$ cat config.mk
export PLATFORM = sky130hd
export DESIGN_NAME = ic_dma_responder_flat
export DESIGN_NICKNAME = d
export VERILOG_FILES = /design/src/rtl/ic_dma_responder_if.sv /design/src/rtl/ic_dma_responder.sv /design/src/flat_wrapper.sv
export SDC_FILE = /design/constraint.sdc
export NUM_CORES = 1
export LEC_CHECK = 0
export BUFFER_PORTS_ARGS = -buffer_cell sky130_fd_sc_hd__buf_2
export CORE_UTILIZATION = 32
export CTS_CLUSTER_DIAMETER = 60
export DETAILED_ROUTE_END_ITERATION = 12
export PLACE_DENSITY = 0.69
export SYNTH_ARGS = -nofsm -noshare
export SYNTH_HDL_FRONTEND = slang
export SYNTH_SLANG_ARGS = --single-unit
$ cat constraint.sdc
create_clock -name clk -period 4.3 [get_ports clk]
set_input_delay 0.645 -clock clk [delete_from_list [all_inputs] [get_ports clk]]
set_output_delay 0.645 -clock clk [all_outputs]
set_load 0.03 [all_outputs]
$ cat src/rtl/ic_dma_responder_if.sv
// Refill handshake between ic_dram and the responder, plus the backing-memory read port.
// slave is the responder's view; master is the cache-plus-memory side.
interface ic_dma_responder_if #(
  parameter int addr_w = 33,
  parameter int ram_dw = 128,
  parameter int mem_aw = 16
);
  logic              ic_read_dma_valid;
  logic [addr_w-1:0] ic_read_dma_addr;
  logic              ic_read_dma_ack;
  logic [ram_dw-1:0] ic_read_dma_data;
  logic              mem_req;
  logic [mem_aw-1:0] mem_addr;
  logic              mem_gnt;
  logic              mem_rvalid;
  logic [ram_dw-1:0] mem_rdata;

  modport slave (
    input  ic_read_dma_valid, ic_read_dma_addr, mem_gnt, mem_rvalid, mem_rdata,
    output ic_read_dma_ack, ic_read_dma_data, mem_req, mem_addr
  );

  modport master (
    output ic_read_dma_valid, ic_read_dma_addr, mem_gnt, mem_rvalid, mem_rdata,
    input  ic_read_dma_ack, ic_read_dma_data, mem_req, mem_addr
  );
endinterface

$ cat src/rtl/ic_dma_responder.sv
// Memory-side responder for instruction-cache line refills: one 128-bit line per request.
// Define RESP_TIMEOUT_EN to add the WAIT timeout with a DRAIN state for the late read.
module ic_dma_responder #(
  parameter int addr_w      = 33,
  parameter int ram_dw      = 128,
  parameter int mem_aw      = 16,
  parameter int timeout_cyc = 256
) (
  input  logic                clk,
  input  logic                rst_n,
  ic_dma_responder_if.slave   bus,
  input  logic                err_clr,
  output logic                err_misalign,
  output logic                err_range,
  output logic                err_timeout,
  output logic                busy
);

`ifdef RESP_TIMEOUT_EN
  typedef enum logic [2:0] {IDLE, REQ, WAIT, RESP, DRAIN} state_t;
  localparam int cnt_w = $clog2(timeout_cyc + 1);
  logic [cnt_w-1:0] cnt_q, cnt_d;
  logic             tout_q, tout_d;
`else
  typedef enum logic [1:0] {IDLE, REQ, WAIT, RESP} state_t;
  logic unused_timeout;
  assign unused_timeout = (timeout_cyc > 0);
`endif

  state_t            state_q, state_d;
  logic              ack_q, ack_d;
  logic [ram_dw-1:0] data_q, data_d;
  logic              req_q, req_d;
  logic [mem_aw-1:0] maddr_q, maddr_d;
  logic              busy_q, busy_d;
  logic              mis_q, mis_d, rng_q, rng_d, to_q, to_d;
  logic              set_mis, set_rng, set_to;

  logic [mem_aw-1:0] line_idx;
  logic              out_of_range;

  assign line_idx     = bus.ic_read_dma_addr[mem_aw+3:4];
  assign out_of_range = |bus.ic_read_dma_addr[addr_w-1:mem_aw+4];

  always_comb begin
    state_d = state_q;
    ack_d   = 1'b0;
    data_d  = data_q;
    req_d   = 1'b0;
    maddr_d = maddr_q;
    set_mis = 1'b0;
    set_rng = 1'b0;
    set_to  = 1'b0;
`ifdef RESP_TIMEOUT_EN
    cnt_d   = '0;
    tout_d  = tout_q;
`endif
    case (state_q)
      IDLE: begin
        if (bus.ic_read_dma_valid) begin
          maddr_d = line_idx;
          set_mis = |bus.ic_read_dma_addr[3:0];
          if (out_of_range) begin
            // Unreachable line: answer with zeros and never touch memory.
            state_d = RESP;
            ack_d   = 1'b1;
            data_d  = '0;
            set_rng = 1'b1;
          end else begin
            state_d = REQ;
            req_d   = 1'b1;
          end
        end
      end
      REQ: begin
        if (bus.mem_gnt) state_d = WAIT;
        else             req_d   = 1'b1;
      end
      WAIT: begin
        if (bus.mem_rvalid) begin
          data_d  = bus.mem_rdata;
          ack_d   = 1'b1;
          state_d = RESP;
        end
`ifdef RESP_TIMEOUT_EN
        else if (cnt_q == cnt_w'(timeout_cyc - 1)) begin
          data_d  = '0;
          ack_d   = 1'b1;
          set_to  = 1'b1;
          tout_d  = 1'b1;
          state_d = RESP;
        end else begin
          cnt_d = cnt_q + 1'b1;
        end
`endif
      end
      RESP: begin
        state_d = IDLE;
`ifdef RESP_TIMEOUT_EN
        // The abandoned read is still owed to us; a late beat landing now counts as drained.
        if (tout_q) begin
          tout_d = 1'b0;
          if (!bus.mem_rvalid) state_d = DRAIN;
        end
`endif
      end
`ifdef RESP_TIMEOUT_EN
      DRAIN: begin
        if (bus.mem_rvalid) state_d = IDLE;
      end
`endif
      default: state_d = IDLE;
    endcase
    busy_d = (state_d != IDLE);
    // A new error in the same cycle as err_clr survives the clear.
    mis_d = set_mis | (mis_q & ~err_clr);
    rng_d = set_rng | (rng_q & ~err_clr);
    to_d  = set_to  | (to_q  & ~err_clr);
  end

  always_ff @(posedge clk or negedge rst_n) begin
    if (!rst_n) begin
      state_q <= IDLE;
      ack_q   <= 1'b0;
      data_q  <= '0;
      req_q   <= 1'b0;
      maddr_q <= '0;
      busy_q  <= 1'b0;
      mis_q   <= 1'b0;
      rng_q   <= 1'b0;
      to_q    <= 1'b0;
    end else begin
      state_q <= state_d;
      ack_q   <= ack_d;
      data_q  <= data_d;
      req_q   <= req_d;
      maddr_q <= maddr_d;
      busy_q  <= busy_d;
      mis_q   <= mis_d;
      rng_q   <= rng_d;
      to_q    <= to_d;
    end
  end

`ifdef RESP_TIMEOUT_EN
  always_ff @(posedge clk or negedge rst_n) begin
    if (!rst_n) begin
      cnt_q  <= '0;
      tout_q <= 1'b0;
    end else begin
      cnt_q  <= cnt_d;
      tout_q <= tout_d;
    end
  end
  assign err_timeout = to_q;
`else
  assign err_timeout = 1'b0;
`endif

  assign bus.ic_read_dma_ack  = ack_q;
  assign bus.ic_read_dma_data = data_q;
  assign bus.mem_req          = req_q;
  assign bus.mem_addr         = maddr_q;
  assign busy                 = busy_q;
  assign err_misalign         = mis_q;
  assign err_range            = rng_q;

endmodule

$ cat src/flat_wrapper.sv
// flat-port wrapper written by rule: the top's interface ports become plain ports
module ic_dma_responder_flat 
#(
  parameter int addr_w      = 33,
  parameter int ram_dw      = 128,
  parameter int mem_aw      = 16,
  parameter int timeout_cyc = 256
)
  (clk, rst_n, err_clr, err_misalign, err_range, err_timeout, busy, bus_ic_read_dma_valid, bus_ic_read_dma_addr, bus_mem_gnt, bus_mem_rvalid, bus_mem_rdata, bus_ic_read_dma_ack, bus_ic_read_dma_data, bus_mem_req, bus_mem_addr);
  ic_dma_responder_if #(.addr_w(addr_w), .ram_dw(ram_dw), .mem_aw(mem_aw)) bus_i ();
  input  logic clk;
  input  logic rst_n;
  input  logic err_clr;
  output logic err_misalign;
  output logic err_range;
  output logic err_timeout;
  output logic busy;
  input wire logic [$bits(bus_i.ic_read_dma_valid)-1:0] bus_ic_read_dma_valid;
  input wire logic [$bits(bus_i.ic_read_dma_addr)-1:0] bus_ic_read_dma_addr;
  input wire logic [$bits(bus_i.mem_gnt)-1:0] bus_mem_gnt;
  input wire logic [$bits(bus_i.mem_rvalid)-1:0] bus_mem_rvalid;
  input wire logic [$bits(bus_i.mem_rdata)-1:0] bus_mem_rdata;
  output wire logic [$bits(bus_i.ic_read_dma_ack)-1:0] bus_ic_read_dma_ack;
  output wire logic [$bits(bus_i.ic_read_dma_data)-1:0] bus_ic_read_dma_data;
  output wire logic [$bits(bus_i.mem_req)-1:0] bus_mem_req;
  output wire logic [$bits(bus_i.mem_addr)-1:0] bus_mem_addr;
  assign bus_i.ic_read_dma_valid = bus_ic_read_dma_valid;
  assign bus_i.ic_read_dma_addr = bus_ic_read_dma_addr;
  assign bus_i.mem_gnt = bus_mem_gnt;
  assign bus_i.mem_rvalid = bus_mem_rvalid;
  assign bus_i.mem_rdata = bus_mem_rdata;
  assign bus_ic_read_dma_ack = bus_i.ic_read_dma_ack;
  assign bus_ic_read_dma_data = bus_i.ic_read_dma_data;
  assign bus_mem_req = bus_i.mem_req;
  assign bus_mem_addr = bus_i.mem_addr;
  ic_dma_responder #(.addr_w(addr_w), .ram_dw(ram_dw), .mem_aw(mem_aw), .timeout_cyc(timeout_cyc)) u_core (.clk(clk), .rst_n(rst_n), .bus(bus_i), .err_clr(err_clr), .err_misalign(err_misalign), .err_range(err_range), .err_timeout(err_timeout), .busy(busy));
endmodule
# Word-level counts from Yosys, hierarchy flattened
# Index checks and enable logic that the tools add are counted.
[classes] reduce_logical=7 muxes=20 eq_ne=6 bitwise=5
[op_table] op="2-to-1 mux 128 bit" n=3
[op_table] op="case mux 128 bit (2 select lines)" n=1
[op_table] op="OR reduction 13 bit" n=1
[op_table] op="2-to-1 mux 1 bit" n=9
[op_table] op="2-to-1 mux 2 bit" n=4
[op_table] op="case mux 2 bit (4 select lines)" n=1
[op_table] op="== test 2 bit (second input constant)" n=2
[op_table] op="!= test 2 bit (second input constant)" n=2
[op_table] op="case mux 1 bit (2 select lines)" n=2
[op_table] op="AND reduction 4 bit" n=1
[op_table] op="nonzero test 2 bit" n=2
[op_table] op="OR reduction 4 bit" n=1
[op_table] op="bitwise AND 1 bit" n=2
[op_table] op="== test 2 x 1 -> 1 bit (second input constant)" n=1
[op_table] op="logical NOT 2 bit" n=1
[op_table] op="!= test 2 x 1 -> 1 bit (second input constant)" n=1
[op_table] op="bitwise OR 1 bit" n=2
[op_table] op="AND reduction 2 bit" n=1
[op_table] op="NOT 1 bit" n=1
[totals] elab_cells=46 out_inout_bits=150 ff_bits=151 inputBits=167

# Logic depth before layout (Yosys ltp)
# Gate-level depths: netlist (run 1).
[depth] depth_word=5 depth_mapped=6 depth_no_buf=3

# Worst setup path after synthesis (run 1)
# Ideal clock, no wire load.
[synth_path] path_type="input to register" startpoint="in bus_ic_read_dma_addr[21]" endpoint="reg u_core.data_q[53], in the netlist u_core.bus.ic_read_dma_data[53]" n_path_buf=2 arrival_time_ns=1.542 setup_slack_ns=2.685 setup_time_ns=0.073 path_stages=5 required_ns=4.227 cell_sequence="nor4_2 nand4_1 buf_2 buf_4 a21oi_2"
[synth_via] elab_chain_cells=3
[synth_lines] item="start, declared" line="flat_wrapper.sv:19" rtl="input wire logic [$bits(bus_i.ic_read_dma_addr)-1:0] bus_ic_read_dma_addr;"
[synth_lines] item="OR reduction 13 bit" line="ic_dma_responder.sv:43" rtl="assign out_of_range = |bus.ic_read_dma_addr[addr_w-1:mem_aw+4];"
[synth_lines] item="!= test 2 x 1 -> 1 bit (no source line)"
[synth_lines] item="AND reduction 4 bit (no source line)"
[synth_lines] item="end signal, assigned" line="ic_dma_responder.sv:135" rtl="data_q <= data_d;"
[synth_lines] item="end, declared" line="ic_dma_responder.sv:32" rtl="logic [ram_dw-1:0] data_q, data_d;"
# No other way between the ends.
# A chain may end at the register's enable or synchronous reset.

# Worst setup path in the final report (run 1)
[layout_path] startpoint="reg u_core.state_q[0]" endpoint="reg u_core.data_q[120], in the netlist u_core.bus.ic_read_dma_data[120]"
[layout_via] elab_chain_cells=3 word_cells_on_any_way=8 cone_classes="eq/ne (4); mux (1); reduce/logical (3)"
[layout_lines] item="start, declared" line="ic_dma_responder.sv:30" rtl="state_t state_q, state_d;"
[layout_lines] item="start signal, assigned" line="ic_dma_responder.sv:133" rtl="state_q <= state_d;"
[layout_lines] item="== test 2 bit or logical NOT 2 bit (tied branches)" line="ic_dma_responder.sv:58" rtl="case (state_q)"
[layout_lines] item="!= test 2 bit (no source line), or another cell as far along"
[layout_lines] item="AND reduction 4 bit (no source line)"
# Several ways; a longest one is shown, not always the timed one.

==> results of run 1 <==
[layout make-up]
cell class / count / area, um2 / area share
clock buffers: 20 / 447 / 0.0513
clock inverters: 12 / 189 / 0.0217
repair buffers: 322 / 1650 / 0.189
multi-input cells: 295 / 2310 / 0.265
inverters: 3 / 11.3 / 0.00129
flip-flops and latches: 151 / 3780 / 0.434
well taps: 265 / 332 / 0.0381
[power breakdown]
| part | internal, uW | switching, uW |
|---|---|---|
| sequential | 2070 | 341 |
| combinational | 1120 | 2290 |
| clock | 999 | 602 |
| total | 4200 | 3230 |
[per-stage QoR]
stage / util / power, uW / instances
3_3_place_gp: 0.415 / 5820 / 1036
4_1_cts: 0.448 / 7520 / 1068
5_1_grt: 0.448 / 7870 / 1068
6_report: 0.448 / 7430 / 1068
2_1_floorplan: - / 4880 / 496
3_5_place_dp: 0.415 / 5890 / 1036
[logic make-up (layout without fill, tap and decap cells)]
| logic type | count (synthesis) | in the layout |
|---|---|---|
| and+or+nand+nor | 14 | 14 |
| other | 1 | 1 |
| muxes | 145 | 145 |
| DFF | 151 | 151 |
| AOI/OAI and AO/OA | 135 | 135 |
| buffers and inverters | 50 | 357 |
[sequential cells by signal, indices dropped and copies added, names as in the netlist]
name / count
u_core.bus.ic_read_dma_ack: 1
u_core.err_misalign: 1
u_core.busy: 1
u_core.state_q: 2
u_core.err_range: 1
u_core.bus.ic_read_dma_data: 128
u_core.bus.mem_req: 1
u_core.bus.mem_addr: 16
[worst paths after layout]
| check | endpoint | slack, ns |
|---|---|---|
| worst max-delay path | u_core.bus.ic_read_dma_data[120] | 2.30 |
| worst min-delay path | u_core.bus.ic_read_dma_data[31] | 0.28 |
| worst max register to register | u_core.bus.ic_read_dma_data[120] | 2.30 |
| worst min register to register | u_core.bus.mem_addr[9] | 0.50 |
| max in group asynchronous | u_core.bus.ic_read_dma_data[56] | 3.01 |
| min in group clk | u_core.err_misalign | 0.44 |
[worst reg2reg max path, stage by stage, from the launching register on]
cell and delay [ns]:
sky130_fd_sc_hd__dfrtp_1 0.48, sky130_fd_sc_hd__nand3b_4 0.20, sky130_fd_sc_hd__buf_12 0.60, sky130_fd_sc_hd__mux2i_1 0.49, sky130_fd_sc_hd__a21oi_1 0.07
[cell usage in the layout (no fill, tap or decap), drive strengths merged]
| master | instances |
|---|---|
| and4 | 1 |
| inv | 7 |
| bufinv | 4 |
| nand2 | 1 |
| o221ai | 1 |
| clkinv | 1 |
| conb | 1 |
| a21oi | 129 |
| mux2i | 129 |
| dfrtp | 151 |
| clkbuf | 20 |
| nor3b | 1 |
| o21ai | 3 |
| nand3 | 1 |
| nand4 | 1 |
| nor4 | 3 |
| nand3b | 2 |
| nor3 | 2 |
| o22ai | 2 |
| nor2 | 2 |
| buf | 322 |
| clkinvlp | 3 |
| mux2 | 16 |
[layer usage]
| metal | up-vias | share of wire | track usage | wire, um |
|---|---|---|---|---|
| li1 | 2358 | - | - | - |
| met1 | 2414 | 0.42 | 0.192 | 6770 |
| met2 | 192 | 0.49 | 0.257 | 7860 |
| met3 | 10 | 0.075 | 0.0510 | 1190 |
| met4 | 0 | 0.010 | 0.0470 | 161 |
| met5 | - | 0 | 0 | 0 |
==> summary by stage, run 1 <==
Outcome
The run finished with clean final reports.

GRT
The first global-routing pass estimated 25000 um of wire. The via count of the first global-routing pass is 4831. The overall overflow remaining after global route is 0. Entering global routing, the biggest net connects 130 pins. The global-route usage over all layers is 0.156.

The initial antenna violation count is 0.

Placement
The estimated wirelength of the detail-placed design is 10600 um. The area after detailed placement is 0.00808 mm2. The final weighted congestion in routability-driven placement is 0.754. Input and output buffers added on the ports amount to 315.

The worst slack after detailed placement is 2.13 ns.

Timing
The final critical-path setup slack is 2.30 ns. Setup repair after global routing left no endpoint under its margin. The final count of pins violating max slew is 0.

The highest clock frequency the design can meet is 499 MHz. Measured against its own limit, the worst slew margin works out to 0.337. The tightest hold path in the finished design has a slack of 0.280 ns. For the pin with the worst max-slew slack, the measured transition is 0.994 ns. Setup violations remaining at the end of the flow were counted as 0. The worst-case clock skew is 0.00770 ns. The setup total negative slack is 0 ns. Of the available clock period, the critical path in the final layout requires 0.466. The number of hold violations in the final report is 0. The smallest clock period supported by the final layout is computed as 2.00 ns.

Synth
The dominant combinational cell family by area after synthesis is multiplexers. The synthesized netlist occupies a cell area of 0.00637 mm2. Of all cell types, the one taking the most synthesized area is sky130_fd_sc_hd__dfrtp_1.

The register area share after synthesis is 0.594. The most used flip-flop cell after synthesis is sky130_fd_sc_hd__dfrtp_1. The number of synthesized flops with an enable pin is 0. The proportion of netlist area held by the largest area contributor is 0.594. The parity-gate share of the synthesized area counting xor and xnor cells is 0.

The number of instances in the synthesized netlist is 496. Of the total synthesized cell area, the portion taken by AND, OR, NAND and NOR gates is 0.0169. The post-synthesis compound-gate area fraction is 0.113. After synthesis, the cell types taking the most area are sky130_fd_sc_hd__dfrtp_1 (59%), sky130_fd_sc_hd__mux2i_1 (20%), sky130_fd_sc_hd__a21oi_1 (9.4%). The total nets after synthesis is 663. The post-synthesis cell type count is 25.

The proportion of synthesized flip-flops having asynchronous set or reset is 1.00. The synthesis-stage register bit count is 151. The synthesized area per cell is 12.8 um2.

Among all cell types in the netlist, the one instantiated most often is sky130_fd_sc_hd__dfrtp_1. The post-synthesis share of cell area spent on full adders, half adders and majority gates is 0. Ranked by instance count, the synthesized netlist is headed by sky130_fd_sc_hd__dfrtp_1 (151), sky130_fd_sc_hd__mux2i_1 (129), sky130_fd_sc_hd__a21oi_1 (119), sky130_fd_sc_hd__buf_2 (33), sky130_fd_sc_hd__mux2_2 (16). Yosys printed 0 warnings. Of the post-synthesis cell area, the part taken by muxes is 0.231.

Floorplan
The I/O pin total is 317. The area of the die is 0.0205 mm2. The die extent in y is 143 um. The die is 143 um wide. The placeable core area is 0.0195 mm2.

For this configuration, the core starts out at a cell density of 0.327. The initialized floorplan defines 51 standard-cell rows.

Clock tree
Counting the buffers created by CTS gives 17. Counting along the longest clock path gives a buffer depth of 2. The later-pin clock latency in the skew report is 0.40 ns. The maximum level of the CTS H-tree is 4.

The clock slew seen by the registers of the worst setup and hold paths is 0.06 ns. The post-CTS setup-driven buffer insertion count is 0. The number of gates resized after CTS is 0. The total number of clock tree sinks is 151.

The tree is rooted in a sky130_fd_sc_hd__clkbuf_16. In this run, post-CTS hold repair placed 0 buffers. The TritonCTS clock tree is done.

Critical path
Data on the critical path is required at its endpoint by 4.55 ns. The largest individual stage delay along the critical path comes from the cell sky130_fd_sc_hd__buf_12. The worst setup path is captured at a flip-flop.

STA classifies the critical path startpoint as a flip-flop. The worst-path maximum fanout is 129. The number of stages on the worst setup path is 4.

Together, buffers and inverters on the worst path number 1. The critical path's largest stage delay is 0.60 ns. The launching instance or port of the critical path is u_core.state_q[0].

The startpoint of the most critical register-to-register path is u_core.state_q[0]. The critical path is of the reg -> reg type. The number of cells on the worst reg-to-reg path is 4. The top cell family by delay on the critical path is buffers and inverters. The critical path goes through nand3b_4 > buf_12 > mux2i_1 > a21oi_1.

STA puts the critical path data arrival time at 2.25 ns.

Routing
The number of DRC markers after the initial detailed-route iteration is 184. In the routed design, unresolved DRC markers number 0. The via density per instance is 4.66. The count of nets left with antenna violations once routing finished came out at 0. The first detailed-routing pass ran for 4 iterations. Summed over all layers, the routed wires come to 16000 um.

The detailed router placed 4974 vias in this run. The routed wirelength normalized by instance count is 15.0 um.

Layout
In the final layout, the share of cells above drive strength 1 is 0.476. After routing the design area is 0.00871 mm2. The number of nets in the final layout is 957. The total inserted antenna cells is 0. The number of fill cells is 1819.

The area added between synthesis and finish is 36.9%.

Job
Across the run, the number of max-cap violations was 0.

Power
The cell area power density is 853 mW/mm2. The leakage power of the design is 0.00515 uW. Across the VDD grid, the largest voltage drop is 0.380 mV.

Min path
The worst hold path class is in -> async.
No activity file was read; power rests on OpenSTA's default activity.
==> run 2, diff against run 1 <==
clock period = 2.1 ns   (was 4.3 ns; I/O delays follow)
==> run 2 against run 1 <==
Effect of this change: routed wire length grew 2.6%; clock skew increased by 0.0010 ns; non-clock buffer count increased by 11; die area stayed put.
==> summary by stage, run 2 (synthesized netlist as in run 1, its figures left out) <==
Min path
The worst hold path class is in -> reg (was in -> async). The worst hold path cell count is 2.

Power
The power after layout is 15400 uW (was 7430 uW). The worst voltage drop across the vdd grid is 0.837 mV (was 0.380 mV). The leakage power of the design was 0.00524 uW (was 0.00515 uW). The cell area power density is 1730 mW/mm2 (was 853 mW/mm2).

Clock tree
The post-CTS setup-driven buffer insertion count came to 0 (unchanged). The total number of clock tree sinks is 151 (unchanged). The maximum level of the CTS H-tree is 4 (unchanged).

The maximum root-to-sink buffer count is 2 (unchanged). The later-pin clock latency in the skew report is 0.41 ns (was 0.40 ns). The total clock buffers created by CTS is 17 (unchanged).

The TritonCTS clock tree is done (unchanged). The clock slew seen by the registers of the worst setup and hold paths is 0.07 ns (was 0.06 ns). The root buffer cell is sky130_fd_sc_hd__clkbuf_16 (unchanged).

GRT
The initial antenna violation count is 0 (unchanged). The wire length of the first global-routing pass is 25100 um (was 25000 um). The pin count of the biggest net entering global routing is 130 (unchanged).

The overall overflow remaining after global route is 0 (unchanged). The global-route usage over all layers is 0.158 (was 0.156). The via count of the first global-routing pass is 4906 (was 4831).

Timing
The slew at the pin closest to its max-slew limit is 0.621 ns (was 0.994 ns). The worst-case clock skew is 0.00872 ns (was 0.00770 ns). The number of hold violations in the final report came to 0 (unchanged).

RSZ-0062 raised after global routing: no (unchanged). The portion of the clock cycle consumed by the worst path in the final layout is 0.793 (was 0.466). The highest clock frequency the design can meet is 601 MHz (was 499 MHz). The tightest slew margin relative to the limit is 0.586 (was 0.337). The final count of pins violating max slew is 0 (unchanged). The count of final setup violators came to 0 (unchanged). The setup total negative slack is 0 ns (unchanged). The final critical delay including setup and external delays is 1.67 ns (was 2.00 ns).

Critical path
The critical path's slowest cell is sky130_fd_sc_hd__dfrtp_1 (was sky130_fd_sc_hd__buf_12). The top cell family by delay on the critical path is flip-flops (was buffers and inverters). The launching instance or port of the critical path is u_core.state_q[1] (was u_core.state_q[0]). The number of stages on the worst setup path is 3 (was 4). The critical path's largest stage delay was 0.48 ns (was 0.60 ns).

The endpoint of the worst setup timing path is u_core.bus.mem_addr[5] (was u_core.bus.ic_read_dma_data[120]). The register-to-register setup slack is 0.43 ns (was 2.30 ns). The critical path arrival came to 1.96 ns (was 2.25 ns). The category of the worst setup path capture point is a flip-flop (unchanged). The buffering stage count on the worst path with inverters included is 1 (unchanged). The number of cells on the worst reg-to-reg path was 3 (was 4). The worst-path maximum fanout came to 45 (was 129).

The type of the worst setup path is reg -> reg (unchanged). The startpoint kind of the worst setup timing path is a flip-flop (unchanged). Cell Chain, Critical Path: nor3b_2 > buf_12 > mux2_2 (was nand3b_4 > buf_12 > mux2i_1 > a21oi_1). The startpoint of the most critical register-to-register path is u_core.state_q[1] (was u_core.state_q[0]). The required time of the worst setup path is 2.39 ns (was 4.55 ns). The endpoint of the lowest-slack register-to-register path is u_core.bus.mem_addr[5] (was u_core.bus.ic_read_dma_data[120]).

Routing
The wire length on met1 is 6760 um (was 6770 um). The routed wirelength normalized by instance count came to 15.2 um (was 15.0 um). The total length of routed met3 wires is 1120 um (was 1190 um). The final routed wirelength across all metal layers came to 16400 um (was 16000 um).

The detailed-router iteration count before antenna repair is 4 (unchanged). The overall via count from detail_route is 5051 (was 4974). The routed length on met2 is 8260 um (was 7860 um). The number of DRC markers after the initial detailed-route iteration was 153 (was 184). The remaining number of nets flagged by the antenna check after routing is 0 (unchanged). The via density per instance is 4.69 (was 4.66). The top routing layer in use was met4 (unchanged).

The total DRC errors in the routed layout is 0 (unchanged).

Floorplan
The number of placement rows is 51 (unchanged). The die extent in x is 143 um (unchanged). The effective utilization at floorplan is 0.327 (unchanged). The die extent in y came to 143 um (unchanged). The placeable core area was 0.0195 mm2 (unchanged). The area of the die came to 0.0205 mm2 (unchanged). The I/O pin total is 317 (unchanged).

Job
The max-capacitance violation count is 0 (unchanged).

Layout
The share of the core filled with cells came to 0.457 (was 0.448). The flip-flop count of the largest register, all copies and words added is 128 (unchanged). The storage element area is 0.00378 mm2 (unchanged). The post-route cell area is 0.00890 mm2 (was 0.00871 mm2).

The total area of multi-input combinational cells is 0.00231 mm2 (unchanged). The number of fill cells came to 1819 (unchanged). Commonest cells after routing, fill and taps aside: sky130_fd_sc_hd__buf_2 (314), sky130_fd_sc_hd__dfrtp_1 (151), sky130_fd_sc_hd__mux2i_1 (129) (unchanged). The total inserted antenna cells was 0 (unchanged). The area added between synthesis and finish came to 39.7% (was 36.9%). The commonest non-fill, non-tap cell in the layout was sky130_fd_sc_hd__buf_2 (unchanged).

The fraction of layout cells with a size suffix above 1 is 0.482 (was 0.476). The number of nets in the final layout came to 968 (was 957).

Placement
The area after detailed placement was 0.00825 mm2 (was 0.00808 mm2). The estimated wirelength of the detail-placed design is 11300 um (was 10600 um). The number of port buffers is 315 (unchanged). The final weighted congestion in routability-driven placement is 0.710 (was 0.754).

Outcome
Result of the run: finished, final reports clean (unchanged).
-- run 2: repair_timing --
action                                 4_1_cts  5_1_grt
endpoints found under the hold margin       37        0
hold buffers                                 1        0
resized for setup                            0        0
-- run 2: routing by layer --
layer / GRT usage / vias up
li1: - / 2397
met5: 0 / -
met3: 0.0486 / 15
met2: 0.266 / 192
met4: 0.0589 / 0
met1: 0.187 / 2447
-- run 2: area by class of cell --
cell class / count / share of cell area
clock buffer: 19 / 0.0498
clock inverter: 12 / 0.0215
inverter: 3 / 0.00127
multi-input combinational: 295 / 0.259
sequential: 151 / 0.425
tap: 265 / 0.0373
timing repair buffer: 333 / 0.206
-- run 2: how the worst min path moves through the flow --
stage               slack, ns  startpoint                         endpoint
floorplan                0.02       rst_n       u_core.bus.ic_read_dma_ack
global placement         0.27       rst_n  u_core.bus.ic_read_dma_data[41]
detailed placement       0.27       rst_n  u_core.bus.ic_read_dma_data[33]
CTS                      0.08     err_clr              u_core.err_misalign
global route             0.08     err_clr              u_core.err_misalign
finish                   0.11     err_clr                 u_core.err_range
-- run 2: metrics by stage --
step           hold WS [ns]  instances  setup WS (ns)
3_5_place_dp          0.271       1046          0.443
6_report              0.111       1078          0.435
3_3_place_gp          0.269       1046          0.468
5_1_grt              0.0836       1078          0.375
4_1_cts              0.0813       1078          0.431
2_1_floorplan        0.0194        496          0.634
-- run 2: power breakdown --
part | leakage (uW) | internal, uW | switching (uW)
Clock | 0.000300 | 2040 | 1250
Combinational | 0.00299 | 2420 | 4740
Sequential | 0.00195 | 4250 | 713
Total | 0.00524 | 8710 | 6700
==> run 3, diff against run 2 <==
PLACE_DENSITY = 0.72   (was 0.69)
clock period = 1.45 ns   (was 2.1 ns; I/O delays follow)
==> run 3 against run 2 <==
Effect of this change: the run now ends with negative setup slack left; global-route usage up 0.20 points; via count up 2.3%; critical path type unchanged; largest power group unchanged; cell count up 2.3%; critical path depth up 1.
==> summary by stage, run 3 (synthesized netlist as in run 1, its figures left out) <==
Routing
The total DRC errors in the routed layout came to 0 (unchanged). The wire length on met1 is 7210 um (was 6760 um). The overall via count from detail_route is 5168 (was 5051). The top routing layer in use is met4 (unchanged). The via density per instance is 4.69 (about the same). The routed wirelength normalized by instance count is 15.9 um (was 15.2 um). The number of DRC markers after the initial detailed-route iteration is 170 (was 153).

The total length of routed met3 wires was 1130 um (was 1120 um). The routed length on met2 came to 8970 um (was 8260 um). The remaining number of nets flagged by the antenna check after routing is 0 (unchanged).

The detailed-router iteration count before antenna repair is 4 (unchanged). The final routed wirelength across all metal layers is 17500 um (was 16400 um).

Floorplan
The effective utilization at floorplan is 0.327 (unchanged). The die extent in y was 143 um (unchanged). The die extent in x is 143 um (unchanged). The I/O pin total is 317 (unchanged). The placeable core area came to 0.0195 mm2 (unchanged). The area of the die is 0.0205 mm2 (unchanged).

The number of placement rows is 51 (unchanged).

Critical path
The buffering stage count on the worst path with inverters included is 2 (was 1). The required time of the worst setup path is 1.74 ns (was 2.39 ns). The critical path's largest stage delay came to 0.44 ns (was 0.48 ns).

The type of the worst setup path is reg -> reg (unchanged). The startpoint kind of the worst setup timing path was a flip-flop (unchanged). The critical path arrival is 1.75 ns (was 1.96 ns). The category of the worst setup path capture point is a flip-flop (unchanged). The worst-path maximum fanout came to 7 (was 45).

The top cell family by delay on the critical path is flip-flops (unchanged). Cell Chain, Critical Path: nor3b_4 > buf_6 > clkbuf_16 > mux2_2 (was nor3b_2 > buf_12 > mux2_2). The critical path's slowest cell is sky130_fd_sc_hd__dfrtp_2 (was sky130_fd_sc_hd__dfrtp_1).

Min path
The worst hold path class is in -> reg (unchanged).

Power
The sequential cell fraction of total power is 0.315 (was 0.322). The net switching power is 9870 uW (was 6700 uW). The combinational fraction of design power came to 0.489 (was 0.464). The leakage power of the design is 0.00543 uW (was 0.00524 uW). The design internal power is 13000 uW (was 8710 uW).

The cell area power density is 2470 mW/mm2 (was 1730 mW/mm2). The switching power as a share of total power is 0.432 (was 0.435). The clock power share is 0.196 (was 0.214). The worst voltage drop across the vdd grid is 1.14 mV (was 0.837 mV).

Outcome
Result of the run: finished with violations (was finished, final reports clean). The checks that failed: negative setup slack.

Layout
Commonest cells after routing, fill and taps aside: sky130_fd_sc_hd__buf_2 (314), sky130_fd_sc_hd__dfrtp_1 (150), sky130_fd_sc_hd__mux2i_1 (128) (was sky130_fd_sc_hd__buf_2 (314), sky130_fd_sc_hd__dfrtp_1 (151), sky130_fd_sc_hd__mux2i_1 (129)). The number of fill cells is 1822 (was 1819). The number of nets in the final layout is 994 (was 968). The fraction of layout cells with a size suffix above 1 was 0.499 (was 0.482).

The flip-flop count of the largest register, all copies and words added came to 128 (unchanged). The share of the core filled with cells was 0.474 (was 0.457). The total inserted antenna cells is 0 (unchanged). The commonest non-fill, non-tap cell in the layout is sky130_fd_sc_hd__buf_2 (unchanged). The area added between synthesis and finish came to 45.0% (was 39.7%).

GRT
The initial antenna violation count came to 0 (unchanged). The via count of the first global-routing pass is 5055 (was 4906). The global-route usage over all layers came to 0.160 (was 0.158). The pin count of the biggest net entering global routing is 130 (unchanged). The overall overflow remaining after global route came to 0 (unchanged). The wire length of the first global-routing pass is 25300 um (was 25100 um).

Timing
The highest clock frequency the design can meet was 683 MHz (was 601 MHz). The count of final setup violators came to 5 (was 0). RSZ-0062 raised after global routing: yes (was no). The portion of the clock cycle consumed by the worst path in the final layout is 1.01 (was 0.793). The slew at the pin closest to its max-slew limit is 0.626 ns (was 0.621 ns). The final critical delay including setup and external delays came to 1.46 ns (was 1.67 ns).

The worst-case clock skew is 0.0103 ns (was 0.00872 ns). The worst hold-check slack was 0.0340 ns (was 0.111 ns). The tightest slew margin relative to the limit is 0.582 (was 0.586). The setup total negative slack is -0.0524 ns (was 0 ns). The number of hold violations in the final report is 0 (unchanged). The final count of pins violating max slew was 0 (unchanged). The final critical-path setup slack came to -0.0135 ns (was 0.435 ns).

Clock tree
The total number of clock tree sinks is 151 (unchanged). The root buffer cell is sky130_fd_sc_hd__clkbuf_16 (unchanged). The maximum root-to-sink buffer count is 2 (unchanged).

The clock slew seen by the registers of the worst setup and hold paths is 0.07 ns (about the same). The total clock buffers created by CTS was 17 (unchanged). The TritonCTS clock tree is done (unchanged). The maximum level of the CTS H-tree is 4 (unchanged).

The later-pin clock latency in the skew report is 0.41 ns (about the same).

Placement
The estimated wirelength of the detail-placed design is 11800 um (was 11300 um). The worst slack after detailed placement is -0.0434 ns (was 0.443 ns). The final weighted congestion in routability-driven placement was 0.767 (was 0.710). The number of port buffers came to 315 (unchanged).

Job
The max-capacitance violation count is 0 (unchanged).
## run 3: cell types whose count changed in the layout (fill, tap and decap cells not counted), sizes merged
cell and change:
clkinvlp -1, inv -3, dlygate4sd3 +1, clkbuf +4, bufinv -1, clkinv +4, buf +21
## run 3: area by class of cell
type	count	area, um2	area share
Clock inverter	11	150	0.0163
Multi-Input combinational cell	295	2360	0.256
Inverter	3	11.3	0.00122
Sequential cell	151	3780	0.410
Tap cell	265	332	0.0359
Timing Repair Buffer	359	2150	0.233
Clock buffer	19	443	0.0480
## run 3: layer usage
layer  GRT usage  vias to the layer above
met1       0.190                     2520
met2       0.275                      203
met3      0.0480                       14
met4      0.0492                        0
met5           0                        -
li1            -                     2431
## run 3: metrics by stage
stage	total power [uW]	instance area [um2]	cells
after floorplan	14500	6370	496
after global placement	17600	8340	1056
after detailed placement	17900	8340	1056
after CTS	22400	8960	1088
after global routing	24100	9230	1103
final	22800	9230	1103
## run 3: path summary, 6_finish.rpt
check | end | from | cells past startpoint | slack (ns)
worst max-delay path | u_core.bus.mem_addr[0] | u_core.state_q[1] | 4 | -0.01
worst min-delay path | u_core.bus.mem_addr[15] | bus_ic_read_dma_addr[19] | 2 | 0.03
worst max register to register | u_core.bus.mem_addr[0] | u_core.state_q[1] | 4 | -0.01
worst min register to register | u_core.bus.mem_addr[10] | u_core.bus.mem_addr[10] | 1 | 0.50
max in group asynchronous | u_core.bus.ic_read_dma_data[69] | rst_n | 3 | 0.54
min in group asynchronous | u_core.bus.ic_read_dma_data[71] | rst_n | 2 | 0.31
## run 3: timing repair
action                                  in CTS  in global routing
buffers inserted                             0                 11
cloned                                       0                  4
endpoints found under the setup margin       8                110
endpoints found under the hold margin       34                  0
pin swaps                                    0                  1
resized for setup                            1                 21
hold buffers                                 2                  0
## run 3: power by group through the flow
stage / clock [uW] / combinational, uW / sequential (uW)
after floorplan: 0 / 3530 / 10900
after global placement: 0 / 10500 / 7140
after detailed placement: 0 / 10700 / 7190
after CTS: 4610 / 10700 / 7180
after global routing: 4810 / 11900 / 7400
final: 4480 / 11200 / 7180
